`src/rtl/mem_access_unit_pkg.sv`:
```
// rtl/mem_access_unit_pkg.sv - shared encodings and decode helpers for the MEM-stage access unit
package mem_access_unit_pkg;

    localparam int DATAWIDTH = 32;

    localparam logic [2:0] F3_LB  = 3'd0;
    localparam logic [2:0] F3_LH  = 3'd1;
    localparam logic [2:0] F3_LW  = 3'd2;
    localparam logic [2:0] F3_LBU = 3'd4;
    localparam logic [2:0] F3_LHU = 3'd5;
    localparam logic [2:0] F3_SB  = 3'd0;
    localparam logic [2:0] F3_SH  = 3'd1;
    localparam logic [2:0] F3_SW  = 3'd2;

    typedef enum logic [1:0] {
        ST_IDLE = 2'd0,
        ST_REQ  = 2'd1,
        ST_RESP = 2'd2,
        ST_DONE = 2'd3
    } mau_state_t;

    function automatic logic f3_illegal(input logic [2:0] f3, input logic is_load);
        if (is_load)
            return !(f3 == F3_LB || f3 == F3_LH || f3 == F3_LW || f3 == F3_LBU || f3 == F3_LHU);
        return !(f3 == F3_SB || f3 == F3_SH || f3 == F3_SW);
    endfunction

    // f3[1:0] is the access size for both signed and unsigned loads
    function automatic logic addr_misaligned(input logic [2:0] f3, input logic [1:0] lo);
        case (f3[1:0])
            2'b01:   return lo[0];
            2'b10:   return lo != 2'b00;
            default: return 1'b0;
        endcase
    endfunction

endpackage

```
`src/rtl/mem_access_unit_if.sv`:
```
// rtl/mem_access_unit_if.sv - data-memory request/response bus between the access unit and memory
interface mem_access_unit_if #(
    parameter int DW = mem_access_unit_pkg::DATAWIDTH
);
    logic          dmem_req;
    logic          dmem_we;
    logic [DW-1:0] dmem_addr;
    logic [3:0]    dmem_wstrb;
    logic [DW-1:0] dmem_wdata;
    logic          dmem_gnt;
    logic          dmem_rvalid;
    logic [DW-1:0] dmem_rdata;

    modport master (
        output dmem_req, dmem_we, dmem_addr, dmem_wstrb, dmem_wdata,
        input  dmem_gnt, dmem_rvalid, dmem_rdata
    );

    modport slave (
        input  dmem_req, dmem_we, dmem_addr, dmem_wstrb, dmem_wdata,
        output dmem_gnt, dmem_rvalid, dmem_rdata
    );
endinterface

```
`src/rtl/mem_lane_align.sv`:
```
// rtl/mem_lane_align.sv - store lane replication/strobes and load byte/half extract with extension
module mem_lane_align
    import mem_access_unit_pkg::*;
#(
    parameter int DW = DATAWIDTH
) (
    input  logic [2:0]    st_func3,
    input  logic [1:0]    st_addr_lo,
    input  logic [DW-1:0] st_data,
    output logic [3:0]    wstrb,
    output logic [DW-1:0] wdata,
    input  logic [2:0]    ld_func3,
    input  logic [1:0]    ld_addr_lo,
    input  logic [DW-1:0] rdata,
    output logic [DW-1:0] ld_data
);

    logic [7:0]  byte_v;
    logic [15:0] half_v;

    always_comb begin
        wstrb = 4'hF;
        wdata = st_data;
        case (st_func3[1:0])
            2'b00: begin
                wstrb = 4'b0001 << st_addr_lo;
                wdata = {4{st_data[7:0]}};
            end
            2'b01: begin
                wstrb = 4'b0011 << st_addr_lo;
                wdata = {2{st_data[15:0]}};
            end
            default: ;
        endcase
    end

    always_comb begin
        byte_v = rdata[7:0];
        case (ld_addr_lo)
            2'd1:    byte_v = rdata[15:8];
            2'd2:    byte_v = rdata[23:16];
            2'd3:    byte_v = rdata[31:24];
            default: ;
        endcase
        half_v = ld_addr_lo[1] ? rdata[31:16] : rdata[15:0];
    end

    // func3[2] selects zero extension (lbu/lhu)
    always_comb begin
        ld_data = rdata;
        case (ld_func3[1:0])
            2'b00:   ld_data = ld_func3[2] ? {{(DW-8){1'b0}}, byte_v}
                                           : {{(DW-8){byte_v[7]}}, byte_v};
            2'b01:   ld_data = ld_func3[2] ? {{(DW-16){1'b0}}, half_v}
                                           : {{(DW-16){half_v[15]}}, half_v};
            default: ;
        endcase
    end

endmodule

```
`src/rtl/mem_access_unit.sv`:
```
// rtl/mem_access_unit.sv - MEM-stage data-memory access FSM gating the EX/MEM release
module mem_access_unit
    import mem_access_unit_pkg::*;
#(
    parameter int DW      = DATAWIDTH,
    parameter int TIMEOUT = 255
) (
    input  logic          clk,
    input  logic          rst_n,
    input  logic          stage_valid,
    input  logic          stage_fire,
    input  logic [DW-1:0] in_ALU_res,
    input  logic [DW-1:0] in_Rd_data2,
    input  logic [2:0]    in_func3,
    input  logic          in_L_type,
    input  logic          in_S_type,
    output logic          pipe_ready_go,
    output logic [DW-1:0] load_data,
    output logic          misalign,
    output logic          bus_err,
    mem_access_unit_if.master dmem
);

    localparam logic [15:0] TMO = 16'(TIMEOUT);

    mau_state_t    state_q, state_d;
    logic [15:0]   cnt_q;
    logic [DW-1:0] addr_q;
    logic [DW-1:0] wdata_q;
    logic [3:0]    wstrb_q;
    logic          we_q;
    logic [2:0]    func3_q;
    logic [1:0]    lo_q;
    logic [DW-1:0] load_data_q;
    logic          bus_err_q;

    logic          mem_op;
    logic          is_store;
    logic          req_err;
    logic          capture;
    logic          timeout_hit;
    logic          timeout_fire;
    logic [3:0]    lane_wstrb;
    logic [DW-1:0] lane_wdata;
    logic [DW-1:0] lane_ld;

    assign mem_op   = in_L_type | in_S_type;
    assign is_store = in_S_type & ~in_L_type;
    assign req_err  = f3_illegal(in_func3, in_L_type) | addr_misaligned(in_func3, in_ALU_res[1:0]);
    assign capture  = (state_q == ST_IDLE) && stage_valid && mem_op && !req_err && !stage_fire;

    assign timeout_hit  = (TIMEOUT != 0) && (cnt_q == TMO - 16'd1);
    // a grant or response arriving on the last allowed cycle still wins
    assign timeout_fire = timeout_hit &&
                          (((state_q == ST_REQ)  && !dmem.dmem_gnt) ||
                           ((state_q == ST_RESP) && !dmem.dmem_rvalid));

    mem_lane_align #(.DW(DW)) u_lane (
        .st_func3   (in_func3),
        .st_addr_lo (in_ALU_res[1:0]),
        .st_data    (in_Rd_data2),
        .wstrb      (lane_wstrb),
        .wdata      (lane_wdata),
        .ld_func3   (func3_q),
        .ld_addr_lo (lo_q),
        .rdata      (dmem.dmem_rdata),
        .ld_data    (lane_ld)
    );

    always_comb begin
        state_d       = state_q;
        pipe_ready_go = 1'b0;
        misalign      = 1'b0;
        case (state_q)
            ST_IDLE: begin
                if (stage_valid) begin
                    if (!mem_op) begin
                        pipe_ready_go = 1'b1;
                    end else if (req_err) begin
                        misalign      = 1'b1;
                        pipe_ready_go = 1'b1;
                    end else if (!stage_fire) begin
                        state_d = ST_REQ;
                    end
                end
            end
            ST_REQ: begin
                if (dmem.dmem_gnt)   state_d = ST_RESP;
                else if (timeout_hit) state_d = ST_DONE;
            end
            ST_RESP: begin
                if (dmem.dmem_rvalid) state_d = ST_DONE;
                else if (timeout_hit)  state_d = ST_DONE;
            end
            ST_DONE: begin
                pipe_ready_go = 1'b1;
                if (stage_fire) state_d = ST_IDLE;
            end
            default: state_d = ST_IDLE;
        endcase
    end

    always_ff @(posedge clk or negedge rst_n) begin
        if (!rst_n) begin
            state_q     <= ST_IDLE;
            cnt_q       <= '0;
            addr_q      <= '0;
            wdata_q     <= '0;
            wstrb_q     <= '0;
            we_q        <= 1'b0;
            func3_q     <= '0;
            lo_q        <= '0;
            load_data_q <= '0;
            bus_err_q   <= 1'b0;
        end else begin
            state_q <= state_d;
            cnt_q   <= ((state_q == ST_REQ) || (state_q == ST_RESP)) ? cnt_q + 16'd1 : 16'd0;
            if (capture) begin
                addr_q  <= {in_ALU_res[DW-1:2], 2'b00};
                wdata_q <= lane_wdata;
                wstrb_q <= is_store ? lane_wstrb : 4'h0;
                we_q    <= is_store;
                func3_q <= in_func3;
                lo_q    <= in_ALU_res[1:0];
            end
            if ((state_q == ST_RESP) && dmem.dmem_rvalid)
                load_data_q <= we_q ? '0 : lane_ld;
            else if (timeout_fire)
                load_data_q <= '0;
            if (timeout_fire)
                bus_err_q <= 1'b1;
            else if ((state_q == ST_DONE) && stage_fire)
                bus_err_q <= 1'b0;
        end
    end

    assign dmem.dmem_req   = (state_q == ST_REQ);
    assign dmem.dmem_we    = (state_q == ST_REQ) && we_q;
    assign dmem.dmem_wstrb = (state_q == ST_REQ) ? wstrb_q : 4'h0;
    assign dmem.dmem_addr  = addr_q;
    assign dmem.dmem_wdata = wdata_q;
    assign load_data       = load_data_q;
    assign bus_err         = bus_err_q;

endmodule
```
`src/flat_wrapper.sv`:
```
// flat-port wrapper written by rule: the top's interface ports become plain ports
module mem_access_unit_flat import mem_access_unit_pkg::*;
#(
    parameter int DW      = DATAWIDTH,
    parameter int TIMEOUT = 255
)
  (clk, rst_n, stage_valid, stage_fire, in_ALU_res, in_Rd_data2, in_func3, in_L_type, in_S_type, pipe_ready_go, load_data, misalign, bus_err, dmem_dmem_req, dmem_dmem_we, dmem_dmem_addr, dmem_dmem_wstrb, dmem_dmem_wdata, dmem_dmem_gnt, dmem_dmem_rvalid, dmem_dmem_rdata);
  mem_access_unit_if #(.DW(DW)) dmem_i ();
  input  logic clk;
  input  logic rst_n;
  input  logic stage_valid;
  input  logic stage_fire;
  input  logic [DW-1:0] in_ALU_res;
  input  logic [DW-1:0] in_Rd_data2;
  input  logic [2:0] in_func3;
  input  logic in_L_type;
  input  logic in_S_type;
  output logic pipe_ready_go;
  output logic [DW-1:0] load_data;
  output logic misalign;
  output logic bus_err;
  output wire logic [$bits(dmem_i.dmem_req)-1:0] dmem_dmem_req;
  output wire logic [$bits(dmem_i.dmem_we)-1:0] dmem_dmem_we;
  output wire logic [$bits(dmem_i.dmem_addr)-1:0] dmem_dmem_addr;
  output wire logic [$bits(dmem_i.dmem_wstrb)-1:0] dmem_dmem_wstrb;
  output wire logic [$bits(dmem_i.dmem_wdata)-1:0] dmem_dmem_wdata;
  input wire logic [$bits(dmem_i.dmem_gnt)-1:0] dmem_dmem_gnt;
  input wire logic [$bits(dmem_i.dmem_rvalid)-1:0] dmem_dmem_rvalid;
  input wire logic [$bits(dmem_i.dmem_rdata)-1:0] dmem_dmem_rdata;
  assign dmem_dmem_req = dmem_i.dmem_req;
  assign dmem_dmem_we = dmem_i.dmem_we;
  assign dmem_dmem_addr = dmem_i.dmem_addr;
  assign dmem_dmem_wstrb = dmem_i.dmem_wstrb;
  assign dmem_dmem_wdata = dmem_i.dmem_wdata;
  assign dmem_i.dmem_gnt = dmem_dmem_gnt;
  assign dmem_i.dmem_rvalid = dmem_dmem_rvalid;
  assign dmem_i.dmem_rdata = dmem_dmem_rdata;
  mem_access_unit #(.DW(DW), .TIMEOUT(TIMEOUT)) u_core (.clk(clk), .rst_n(rst_n), .stage_valid(stage_valid), .stage_fire(stage_fire), .in_ALU_res(in_ALU_res), .in_Rd_data2(in_Rd_data2), .in_func3(in_func3), .in_L_type(in_L_type), .in_S_type(in_S_type), .pipe_ready_go(pipe_ready_go), .load_data(load_data), .misalign(misalign), .bus_err(bus_err), .dmem(dmem_i));
endmodule
```
`config.mk`:
```
export PLATFORM = sky130hd
export DESIGN_NAME = mem_access_unit_flat
export DESIGN_NICKNAME = d
export VERILOG_FILES = /design/src/rtl/mem_access_unit_pkg.sv /design/src/rtl/mem_access_unit_if.sv /design/src/rtl/mem_lane_align.sv /design/src/rtl/mem_access_unit.sv /design/src/flat_wrapper.sv
export SDC_FILE = /design/constraint.sdc
export NUM_CORES = 1
export LEC_CHECK = 0
export BUFFER_PORTS_ARGS = -buffer_cell sky130_fd_sc_hd__buf_2
export CAP_MARGIN = 20
export CORE_MARGIN = 3
export CORE_UTILIZATION = 56
export CTS_CLUSTER_SIZE = 14
export DETAILED_ROUTE_END_ITERATION = 7
export GPL_TIMING_DRIVEN = 1
export HOLD_SLACK_MARGIN = 0.08
export PLACE_DENSITY = 0.86
export REMOVE_ABC_BUFFERS = 1
export SETUP_SLACK_MARGIN = 0.15
export SKIP_LAST_GASP = 1
export SYNTH_ARGS = -nofsm -noshare
export SYNTH_HDL_FRONTEND = slang
export SYNTH_HIERARCHICAL = 1
export SYNTH_SLANG_ARGS = --single-unit
```
`constraint.sdc`:
```
create_clock -name clk -period 3.4 [get_ports clk]
set_input_delay 0.34 -clock clk [delete_from_list [all_inputs] [get_ports clk]]
set_output_delay 0.34 -clock clk [all_outputs]
set_load 0.02 [all_outputs]
```
# --- Yosys cells after proc, flatten, opt, wreduce, memory -nomap -nowiden ---
# Cells that the tools add are included.
op_classes:
  addsub: 1
  eq_ne: 19
  shift: 2
  muxes: 35
  bitwise: 4
  n_reduce_logical: 30
op_table:
  columns: ["op", "count"]
  rows:
  - ["32-bit 2-to-1 mux", 5]
  - ["32-bit case mux with 2 select lines", 2]
  - ["16-bit 2-to-1 mux", 2]
  - ["8-bit case mux with 3 select lines", 1]
  - ["16-bit by 1-bit adder with 16-bit output, second input constant", 1]
  - ["16-bit by 8-bit equality test with 1-bit output, second input constant", 1]
  - ["2-bit 2-to-1 mux", 8]
  - ["1-bit 2-to-1 mux", 11]
  - ["2-bit equality test, second input constant", 5]
  - ["1-bit logical AND", 10]
  - ["2-bit by 1-bit equality test with 1-bit output, second input constant", 4]
  - ["4-bit 2-to-1 mux", 2]
  - ["2-bit != test, second input constant", 4]
  - ["2-bit case mux with 4 select lines", 1]
  - ["4-bit case mux with 2 select lines", 1]
  - ["3-bit equality test, second input constant", 2]
  - ["1-bit zero test", 6]
  - ["2-bit zero test", 3]
  - ["1-bit logical OR", 6]
  - ["2-bit nonzero test", 3]
  - ["5-bit AND reduction", 1]
  - ["1-bit case mux with 2 select lines", 2]
  - ["1-bit by 2-bit left shift with 4-bit output, first input constant", 1]
  - ["2-bit by 2-bit left shift with 4-bit output, first input constant", 1]
  - ["7 further kinds", 8]
totals:
  ff_bits: 123
  output_inout_bits: 105
  elab_cells: 101

# --- Logic depth before layout (Yosys ltp) ---
# Gate-level depths: netlist (run 1).
depth:
  ltp_word: 13
  ltp_mapped: 8
  depth_no_buf: 6

# --- Cells and area by module ---
# The synthesis (run 1) kept the hierarchy.
modules_own_cells:
  columns: ["mod", "n_inst", "cells_per_inst", "area_each_um2", "seq_area_each_um2"]
  rows:
  - ["mem_access_unit", 1, 378, 5424.0, 3078.0]
  - ["mem_lane_align", 1, 192, 1288.7, 0.0]

# --- Worst setup path after synthesis (run 1) ---
# No wires, ideal clock.
synth_timing:
  path_type: "in2reg"
  start: "input port in_func3[0]"
  end: "register u_core.addr_q[10] (netlist: u_core/dmem.dmem_addr[10])"
  setup_ps: 125
  arrival_time_ps: 1998
  required_time_ps: 3275
  setup_slack_ps: 1277
  path_stages: 8
  cell_sequence: "inv_1 ha_1 o211ai_1 nand2_1 or4_1 buf_4 buf_6 mux2_4"
synth_via:
  elab_chain_len: 12
  word_cells_on_any_way: 20
synth_lines:
  columns: ["item", "line", "rtl"]
  rows:
  - ["start, declared", "flat_wrapper.sv:15", "input logic [2:0] in_func3;"]
  - ["3-bit by 1-bit equality test with 1-bit output or 3-bit zero test (tied branches)", "mem_access_unit_pkg.sv:24, mem_access_unit_pkg.sv:25", null]
  - ["1-bit logical OR (2 in a row)", "mem_access_unit_pkg.sv:24, mem_access_unit_pkg.sv:25", null]
  - ["1-bit logical OR (2 in a row)", "mem_access_unit_pkg.sv:24", "return !(f3 == F3_LB || f3 == F3_LH || f3 == F3_LW || f3 == F3_LBU || f3 == F3_LHU);"]
  - ["1-bit zero test", "mem_access_unit_pkg.sv:24", null]
  - ["1-bit 2-to-1 mux", "mem_access_unit_pkg.sv:23", "if (is_load)"]
  - ["1-bit 2-to-1 mux", "mem_access_unit_pkg.sv:25", "return !(f3 == F3_SB || f3 == F3_SH || f3 == F3_SW);"]
  - ["1-bit OR *", "mem_access_unit.sv:49", "assign req_err = f3_illegal(in_func3, in_L_type) | addr_misaligned(in_func3, in_ALU_res[1:0]);"]
  - ["1-bit zero test *", "mem_access_unit.sv:50", "assign capture = (state_q == ST_IDLE) && stage_valid && mem_op && !req_err && !stage_fire;"]
  - ["1-bit logical AND * (2 in a row)", "mem_access_unit.sv:50", null]
  - ["end signal, assigned", "mem_access_unit.sv:119", "addr_q <= {in_ALU_res[DW-1:2], 2'b00};"]
  - ["end, declared", "mem_access_unit.sv:28", "logic [DW-1:0] addr_q;"]
# Mark *: on every way between the ends. The rest lies on a longest branch, timed or not. The select of a mux whose other input is x is not followed.
# A chain may end at the register's enable or synchronous reset.

# --- Worst setup path after layout (run 1) ---
layout_timing:
  start: "register u_core.lo_q[1]"
  end: "register u_core.load_data_q[12] (netlist: u_core/load_data[12])"
layout_via:
  elab_chain_len: 6
  word_cells_on_any_way: 10
layout_lines:
  columns: ["item", "line", "rtl"]
  rows:
  - ["start, declared", "mem_access_unit.sv:33", "logic [1:0] lo_q;"]
  - ["start signal, assigned", "mem_access_unit.sv:124", "lo_q <= in_ALU_res[1:0];"]
  - ["2-bit equality test or 2-bit by 1-bit equality test with 1-bit output (tied branches)", "mem_lane_align.sv:39", "case (ld_addr_lo)"]
  - ["8-bit case mux with 3 select lines", "mem_lane_align.sv:39", null]
  - ["32-bit 2-to-1 mux", "mem_lane_align.sv:52", "2'b00: ld_data = ld_func3[2] ? {{(DW-8){1'b0}}, byte_v}"]
  - ["32-bit case mux with 2 select lines *", "mem_lane_align.sv:51", "case (ld_func3[1:0])"]
  - ["named net u_core.lane_ld[12]", "mem_access_unit.sv:45", "logic [DW-1:0] lane_ld;"]
  - ["32-bit 2-to-1 mux *", "mem_access_unit.sv:127", "load_data_q <= we_q ? '0 : lane_ld;"]
  - ["32-bit 2-to-1 mux *", "mem_access_unit.sv:126", "if ((state_q == ST_RESP) && dmem.dmem_rvalid)"]
  - ["end signal, assigned", "mem_access_unit.sv:127", null]
  - ["end, declared", "mem_access_unit.sv:34", "logic [DW-1:0] load_data_q;"]
# Mark *: on every way through the listed nets, which the timed path passes. The rest lies on a longest branch.

==> summary.log, run 1 <==
qor: status.run_status finished, final reports clean
qor: clocking.cts_post_setup_buffers_inserted 0
qor: floorplanning.die_h 115 um
qor: finish.fin_cells 918
qor: yosys.cell_count_after_synthesis 570
qor: global_routing.grt_max_degree 73
qor: yosys.synthDistinctLibCells 47
qor: timing.finalHoldWorstSlack 152 ps
qor: timing.max-slew-margin-rel 0.457
qor: clocking.clock_pin_slew_worst_setup_and_hold_paths 60 ps
qor: place.finalWeightedCongestion 0.858
qor: clocking.worstSkewPairLatency 410 ps
qor: timing.finalHoldViolations 0
qor: critical_path.timing.reg2reg.worst_path_depth 6
qor: timing.timing.fmax 0.408 GHz
qor: critical_path.path_class register to register
qor: route.detailedRoute.firstIterationViolations 412
qor: yosys.async_reset_ff_frac 1.00
qor: global_routing.grt_pass1_vias 5707
qor: floorplanning.die_x 115 um
qor: route.detail_route.wirelength 18400 um
qor: critical_path.startpoint_type register
qor: clocking.cts_buffers 17
qor: finish.sequential_cell_area 3080 sq um
qor: hold_path.min-delay-start in_ALU_res[24]
qor: finish.fin_util 0.728
qor: power.irDropWorstVdd 0.000551 V
qor: clocking.clock_sinks 123
qor: yosys.synthDominantCellAreaShare 0.459
qor: yosys.synth-main-ff-cell dfrtp_1
qor: finish.flow.area_growth_from_synthesis 25.4%
qor: yosys.synth_largest_area_cell dfrtp_1
qor: clocking.cts.htree.levels 4
qor: critical_path.crit_path_max_fanout 17
qor: route.drt_first_pass_iters 5
qor: critical_path.reg2reg_setup_slack 950 ps
qor: critical_path.cp-end-kind register
qor: finish.fin_area 8420 sq um
qor: finish.layout-drive-gt1-share 0.453
qor: critical_path.reg2reg_from u_core/lo_q[1]$_DFFE_PN0P_
qor: global_routing.overall_global_routing_usage 0.274
qor: timing.rsz0062_at_grt false
qor: critical_path.cell_type_group_with_the_largest_total_delay_on_the_critical_path simple AND/OR/NAND/NOR gates
qor: global_routing.number_of_antenna_violations_at_the_first_check_in_global_routing 0
qor: job.cap_viol_max_count 0
qor: route.drt-vias-per-instance 5.89
qor: power.post-layout-total-power 8.03 mW
qor: critical_path.timing.critical_path.cells buf_4 -> nor2b_1 -> nand2_1 -> o21ai_0 -> a221o_1 -> a32o_1
qor: global_routing.grt_first_pass_wirelength 28500 um
qor: power.power.density 954 nW/um^2
qor: timing.measured_slew_at_the_worst_slew_check_pin 814 ps
qor: timing.finalSetupViolCount 0
qor: yosys.mean_area_per_synthesized_cell 11.8 sq um
qor: hold_path.whs_path_depth 2
qor: clocking.ctsHoldBuffers 1
qor: finish.nFillCells 772
qor: hold_path.timing.hold.worst.class primary input to register
qor: route.route.vias.total 5411
qor: critical_path.worst_path_largest_cell_delay 750 ps
qor: place.dpl_cell_area 7750 sq um
qor: finish.count_of_inserted_antenna_diode_cells 0
qor: global_routing.globalRoute.totalOverflow 0
qor: yosys.synth_warnings 6
qor: critical_path.worst-endpoint-arrival 2800 ps
qor: critical_path.critical_path.n_buffers_inverters 1
qor: route.avgRoutedWirePerCell 20.0 um
qor: floorplanning.die_area 13300 sq um
qor: critical_path.critPathRequiredTime 3750 ps
qor: power.leakage_power_figure 4.41 nW
qor: yosys.synth_seq_cells 123
qor: yosys.synth.area.top_cells dfrtp_1 46%, mux2_4 15%, a32o_1 4.8%, nand2_1 3.5%, mux2_2 3.2%
qor: yosys.synth.yosys.seq_area_share 0.459
qor: place.dp.cells 885
qor: finish.multiInputGateArea 3270 sq um
qor: critical_path.max_stage_delay_cell_worst_path dfrtp_1
qor: route.route.detailed.drc 0
qor: floorplanning.effective_utilization_at_floorplan 0.580
qor: place.placement.io_buffers 209
qor: yosys.synth_area 6710 sq um
qor: clocking.clock_tree.root_cell clkbuf_16
qor: route.final_antenna_net_count 0
qor: clocking.tritoncts_clock_tree yes
qor: timing.final_report_max_slew_violation_count 0
qor: yosys.synth_edf_count 0
qor: critical_path.timing.rr.end u_core/load_data[12]$_DFFE_PN0P_
qor: timing.timing.clock.skew 6.45 ps
qor: clocking.cts-resized-gates 0
qor: timing.period_minus_slack 2450 ps
qor: floorplanning.core 11600 sq um
qor: hold_path.hold_end u_core/dmem.dmem_addr[24]$_DFFE_PN0P_
qor: place.hpwlAfterDp 12400 um
qor: clocking.largest_buffer_count_on_any_clock_path 2
qor: floorplanning.top_level_ports 212
qor: floorplanning.fp-row-count 39
qor: timing.min_period_over_period 0.722
qor: finish.num-nets-final 878
how the worst max path moves through the flow:
stage                     cells past startpoint                               endpoint  slack (ps)                  startpoint
final                                         6       u_core/load_data[12]$_DFFE_PN0P_         950  u_core/lo_q[1]$_DFFE_PN0P_
after CTS                                     6       u_core/load_data[12]$_DFFE_PN0P_        1020  u_core/lo_q[1]$_DFFE_PN0P_
after global routing                          6       u_core/load_data[12]$_DFFE_PN0P_         890  u_core/lo_q[1]$_DFFE_PN0P_
after global placement                        8   u_core/dmem.dmem_addr[3]$_DFFE_PN0P_         810                 in_func3[1]
after floorplan                               6          u_core/func3_q[0]$_DFFE_PN0P_        -560                 in_func3[0]
after detailed placement                      8  u_core/dmem.dmem_addr[18]$_DFFE_PN0P_         730                 in_func3[1]
registers in the layout (all words and copies together) (netlist names):
name / count
u_core/dmem.dmem_wdata: 32
u_core/load_data: 32
u_core/dmem.dmem_addr: 30
u_core/cnt_q: 16
u_core/wstrb_q: 4
u_core/func3_q: 3
u_core/lo_q: 2
u_core/state_q: 2
u_core/bus_err: 1
u_core/we_q: 1
cells in the mapped netlist (2+ instances only):
library cell,number
o22ai_1,7
and2_1,21
mux4_2,7
buf_4,13
nor3b_1,2
nor3_1,10
buf_1,2
a21o_1,2
and4_1,2
clkbuf_1,20
nor4_1,8
a221o_1,9
buf_6,9
mux2_2,19
mux2_4,66
xnor2_1,8
xor2_1,6
a32o_1,32
nand2b_1,2
o211ai_1,2
mux2i_1,13
o21ai_1,2
o21ai_0,21
a21oi_1,4
inv_1,23
ha_1,9
nand3_1,7
nand2_1,62
a211oi_1,7
o21bai_1,2
dfrtp_1,123
nand4_1,9
nor2b_1,12
buf_2,3
nor2_1,14
layout make-up:
class	count	area share
Clock buffer	18	0.0522
Inverter	23	0.0103
Timing Repair Buffer	219	0.137
Tap cell	143	0.0213
Clock inverter	14	0.0262
Multi-Input combinational cell	378	0.388
Sequential cell	123	0.366
kinds of logic after synthesis:
kind of cell | share of synthesized area
xor+xnor | 0.0183
buf+inv | 0.0570
other cells | 0.000559
flops | 0.459
fa+ha+maj | 0.0168
simple gates | 0.120
mux | 0.222
compound gates | 0.106
where the power goes:
part	internal (mW)	switching, mW
logic	1.55	1.83
registers	2.09	0.555
clock network	1.32	0.687
per-stage QoR:
| step | TNS [ps] | setup slack, ps |
|---|---|---|
| floorplan | -34570 | -565 |
| global placement | 0 | 810 |
| detailed placement | 0 | 728 |
| CTS | 0 | 1020 |
| global route | 0 | 889 |
| finish | 0 | 946 |
cells in the final DEF, fill, tap and decap left out, drive strengths merged, types with 4 or more instances in the layout:
| master | netlist | layout |
|---|---|---|
| o21ai | 23 | 23 |
| nor2 | 16 | 16 |
| o22ai | 7 | 7 |
| dfrtp | 123 | 123 |
| inv | 23 | 23 |
| bufinv | 0 | 5 |
| mux2 | 85 | 85 |
| nand4 | 9 | 9 |
| ha | 9 | 9 |
| mux2i | 13 | 13 |
| nor3 | 10 | 10 |
| clkinv | 0 | 5 |
| a211oi | 7 | 7 |
| clkinvlp | 0 | 4 |
| and2 | 21 | 21 |
| clkbuf | 20 | 18 |
| nand2 | 62 | 62 |
| xor2 | 6 | 6 |
| a32o | 32 | 32 |
| a21oi | 4 | 4 |
| a221o | 9 | 9 |
| mux4 | 7 | 7 |
| nor2b | 12 | 12 |
| nor4 | 8 | 8 |
| buf | 27 | 218 |
| xnor2 | 8 | 8 |
| nand3 | 7 | 7 |
metal layers:
metal	global-route usage	vias to the layer above	part of all wire
met4	0.0994	0	0.015
met1	0.338	2679	0.40
li1	-	2429	-
met5	0	-	0
met3	0.0731	32	0.074
met2	0.466	271	0.51
(Power assumes the default switching activity.)
==> run 2, diff against run 1 <==
Settings changed: ABC_AREA set to 1, CORE_UTILIZATION 56 to 52, PLACE_DENSITY 0.86 to 0.8.
Clock period 3.4 ns to 2.4 ns, I/O delays scaled along.
==> run 2 against run 1 <==
  * Utilization fell by 3.1 points
  * Final cell count grew 42%
  * Flip-flop and latch count unchanged
  * Routed wire length is 0.23% lower
  * Area after synthesis up 2.4%
  * Die area up 9.7%
  * First-iteration DRC count increased by 35%
  * Highest routed layer unchanged
  * Largest cell class is now registers
  * Clock skew about the same
==> summary.log, run 2 <==
qor: yosys.synth_area 6870 sq um
qor: clocking.tritoncts_clock_tree yes
qor: yosys.mean_area_per_synthesized_cell 7.68 sq um
qor: global_routing.grt_first_pass_wirelength 29200 um
qor: route.avgRoutedWirePerCell 14.0 um
qor: yosys.synth_top_cells_by_count 324 x nand2_1, 123 x dfrtp_1, 117 x inv_1
qor: finish.num-nets-final 1237
qor: timing.finalHoldWorstSlack 99.1 ps
qor: timing.max-slew-margin-rel 0.584
qor: floorplanning.die_h 121 um
qor: clocking.largest_buffer_count_on_any_clock_path 2
qor: finish.flow.area_growth_from_synthesis 29.5%
qor: timing.timing.fmax 0.489 GHz
qor: yosys.synth_edf_count 0
qor: floorplanning.die_x 121 um
qor: timing.measured_slew_at_the_worst_slew_check_pin 623 ps
qor: yosys.synthDominantCellAreaShare 0.448
qor: global_routing.grt_max_degree 45
qor: route.detailedRoute.firstIterationViolations 558
qor: clocking.clock_pin_slew_worst_setup_and_hold_paths 60 ps
qor: floorplanning.fp-row-count 41
qor: critical_path.cp-end-kind register
qor: finish.fin_util 0.697
qor: route.drt-vias-per-instance 5.00
qor: place.hpwlAfterDp 12600 um
qor: yosys.synth.yosys.seq_area_share 0.448
qor: critical_path.timing.critical_path.cells inv_1 -> ha_1 -> inv_1 -> o22ai_2 -> nand3_4 -> nand3_1 -> nand2_1
qor: power.post-layout-total-power 10.5 mW
qor: critical_path.critPathRequiredTime 2700 ps
qor: clocking.clock_sinks 123
qor: place.placement_stage_worst_setup_slack 358 ps
qor: timing.finalSetupViolCount 0
qor: clocking.cts.htree.levels 4
qor: floorplanning.core 12800 sq um
qor: yosys.cell_count_after_synthesis 895
qor: critical_path.worst_path_largest_cell_delay 420 ps
qor: floorplanning.top_level_ports 212
qor: finish.layout_commonest_cell nand2_1
qor: floorplanning.effective_utilization_at_floorplan 0.538
qor: critical_path.critical_path.n_buffers_inverters 2
qor: global_routing.number_of_antenna_violations_at_the_first_check_in_global_routing 1
qor: route.drt_first_pass_iters 5
qor: timing.min_period_over_period 0.852
qor: finish.final_cell_mix 323 x nand2_1, 208 x buf_2, 123 x dfrtp_1
qor: clocking.cts_buffers 17
qor: route.detail_route.wirelength 18300 um
qor: yosys.synthDistinctLibCells 35
qor: job.cap_viol_max_count 0
qor: yosys.synth-main-ff-cell dfrtp_1
qor: clocking.clock_tree.root_cell clkbuf_16
qor: critical_path.crit_path_frequent_cell inv_1
qor: status.run_status finished, final reports clean
qor: hold_path.timing.hold.worst.class primary input to register
qor: place.finalWeightedCongestion 0.902
qor: timing.rsz0062_at_grt false
qor: power.irDropWorstVdd 0.000703 V
qor: finish.layout-drive-gt1-share 0.280
qor: critical_path.crit_path_max_fanout 17
qor: place.dpl_cell_area 7940 sq um
qor: route.final_antenna_net_count 0
qor: power.power.density 1180 nW/um^2
qor: route.route.vias.total 6533
qor: global_routing.globalRoute.totalOverflow 0
qor: yosys.synth_most_common_cell nand2_1
qor: critical_path.path_class register to register
qor: critical_path.worst-endpoint-arrival 2340 ps
qor: floorplanning.die_area 14600 sq um
qor: yosys.synth_largest_area_cell dfrtp_1
qor: critical_path.max_stage_delay_cell_worst_path dfrtp_1
qor: place.placement.io_buffers 209
qor: timing.final_critical_path_setup_slack 356 ps
qor: global_routing.overall_global_routing_usage 0.251
qor: timing.final_report_max_slew_violation_count 0
qor: yosys.synth_warnings 6
qor: critical_path.cell_type_group_with_the_largest_total_delay_on_the_critical_path simple AND/OR/NAND/NOR gates
qor: timing.timing.clock.skew 6.06 ps
qor: route.route.detailed.drc 0
qor: finish.fin_area 8900 sq um
qor: critical_path.startpoint_type register
qor: power.leakage_power_figure 5.07 nW
qor: global_routing.grt_pass1_vias 6241
qor: yosys.synth_seq_cells 123
qor: timing.period_minus_slack 2040 ps
qor: yosys.synth.area.top_cells dfrtp_1 45%, nand2_1 18%, inv_1 6.4%, nand3_2 5.7%, o21ai_1 4.3%
qor: clocking.worstSkewPairLatency 410 ps
qor: yosys.async_reset_ff_frac 1.00
qor: timing.finalHoldViolations 0
[run 2: final timing paths]
kind,end,startpoint,cells after the start,slack [ps]
worst min-delay path,u_core/dmem.dmem_wdata[4]$_DFFE_PN0P_,in_Rd_data2[4],3,100
max in group asynchronous,u_core/dmem.dmem_wdata[13]$_DFFE_PN0P_,rst_n,3,1340
worst max register to register,u_core/load_data[13]$_DFFE_PN0P_,u_core/state_q[1]$_DFFE_PN0P_,7,360
worst min register to register,u_core/cnt_q[0]$_DFF_PN0_,u_core/cnt_q[0]$_DFF_PN0_,1,460
worst max-delay path,u_core/load_data[13]$_DFFE_PN0P_,u_core/state_q[1]$_DFFE_PN0P_,7,360
min in group asynchronous,u_core/dmem.dmem_addr[25]$_DFFE_PN0P_,rst_n,2,390
[run 2: kinds of logic after synthesis]
family	share of synthesized area
adder cells (fa/ha/maj)	0.0164
flip-flops	0.448
AND/OR/NAND/NOR	0.320
XOR/XNOR	0.00382
other	0.000546
AO/OA/AOI/OAI	0.0894
buffers and inverters	0.122
[run 2: area by class of cell]
type	instances	area, sq um
Clock buffer	18	429
Inverter	123	463
Tap cell	172	215
Sequential cell	123	3080
Multi-Input combinational cell	602	2990
Antenna cell	1	2.50
Clock inverter	14	196
Fill cell	1019	3870
Timing Repair Buffer	254	1530
[run 2: power by group]
part / total (mW) / switching, mW / internal (mW)
combinational: 4.40 / 2.87 / 1.53
clock: 2.69 / 0.949 / 1.74
sequential: 3.42 / 0.542 / 2.88
[run 2: stage by stage]
step,TNS [ps],std cells
floorplan,-17010,847
global route,0,1307
detailed placement,0,1242
finish,0,1307
global placement,0,1242
CTS,0,1305
[run 2: worst register-to-register path: stages (launching register included)]
cell and delay, ps:
dfrtp_1 420, inv_1 100, ha_1 300, inv_1 110
o22ai_2 350, nand3_4 380, nand3_1 220, nand2_1 60
[run 2: per-layer routing]
layer / part of all wire / vias up / track usage
li1: - / 3254 / -
met1: 0.40 / 2959 / 0.310
met2: 0.49 / 283 / 0.413
met3: 0.088 / 37 / 0.0793
met4: 0.024 / 0 / 0.0907
met5: 0 / - / 0
[run 2: what timing repair did]
action | in CTS | in global routing
resized for setup | 0 | 2
setup buffers | 0 | 0
setup endpoints to repair | 0 | 12
hold buffers | 31 | 0
endpoints found under the hold margin | 71 | 0
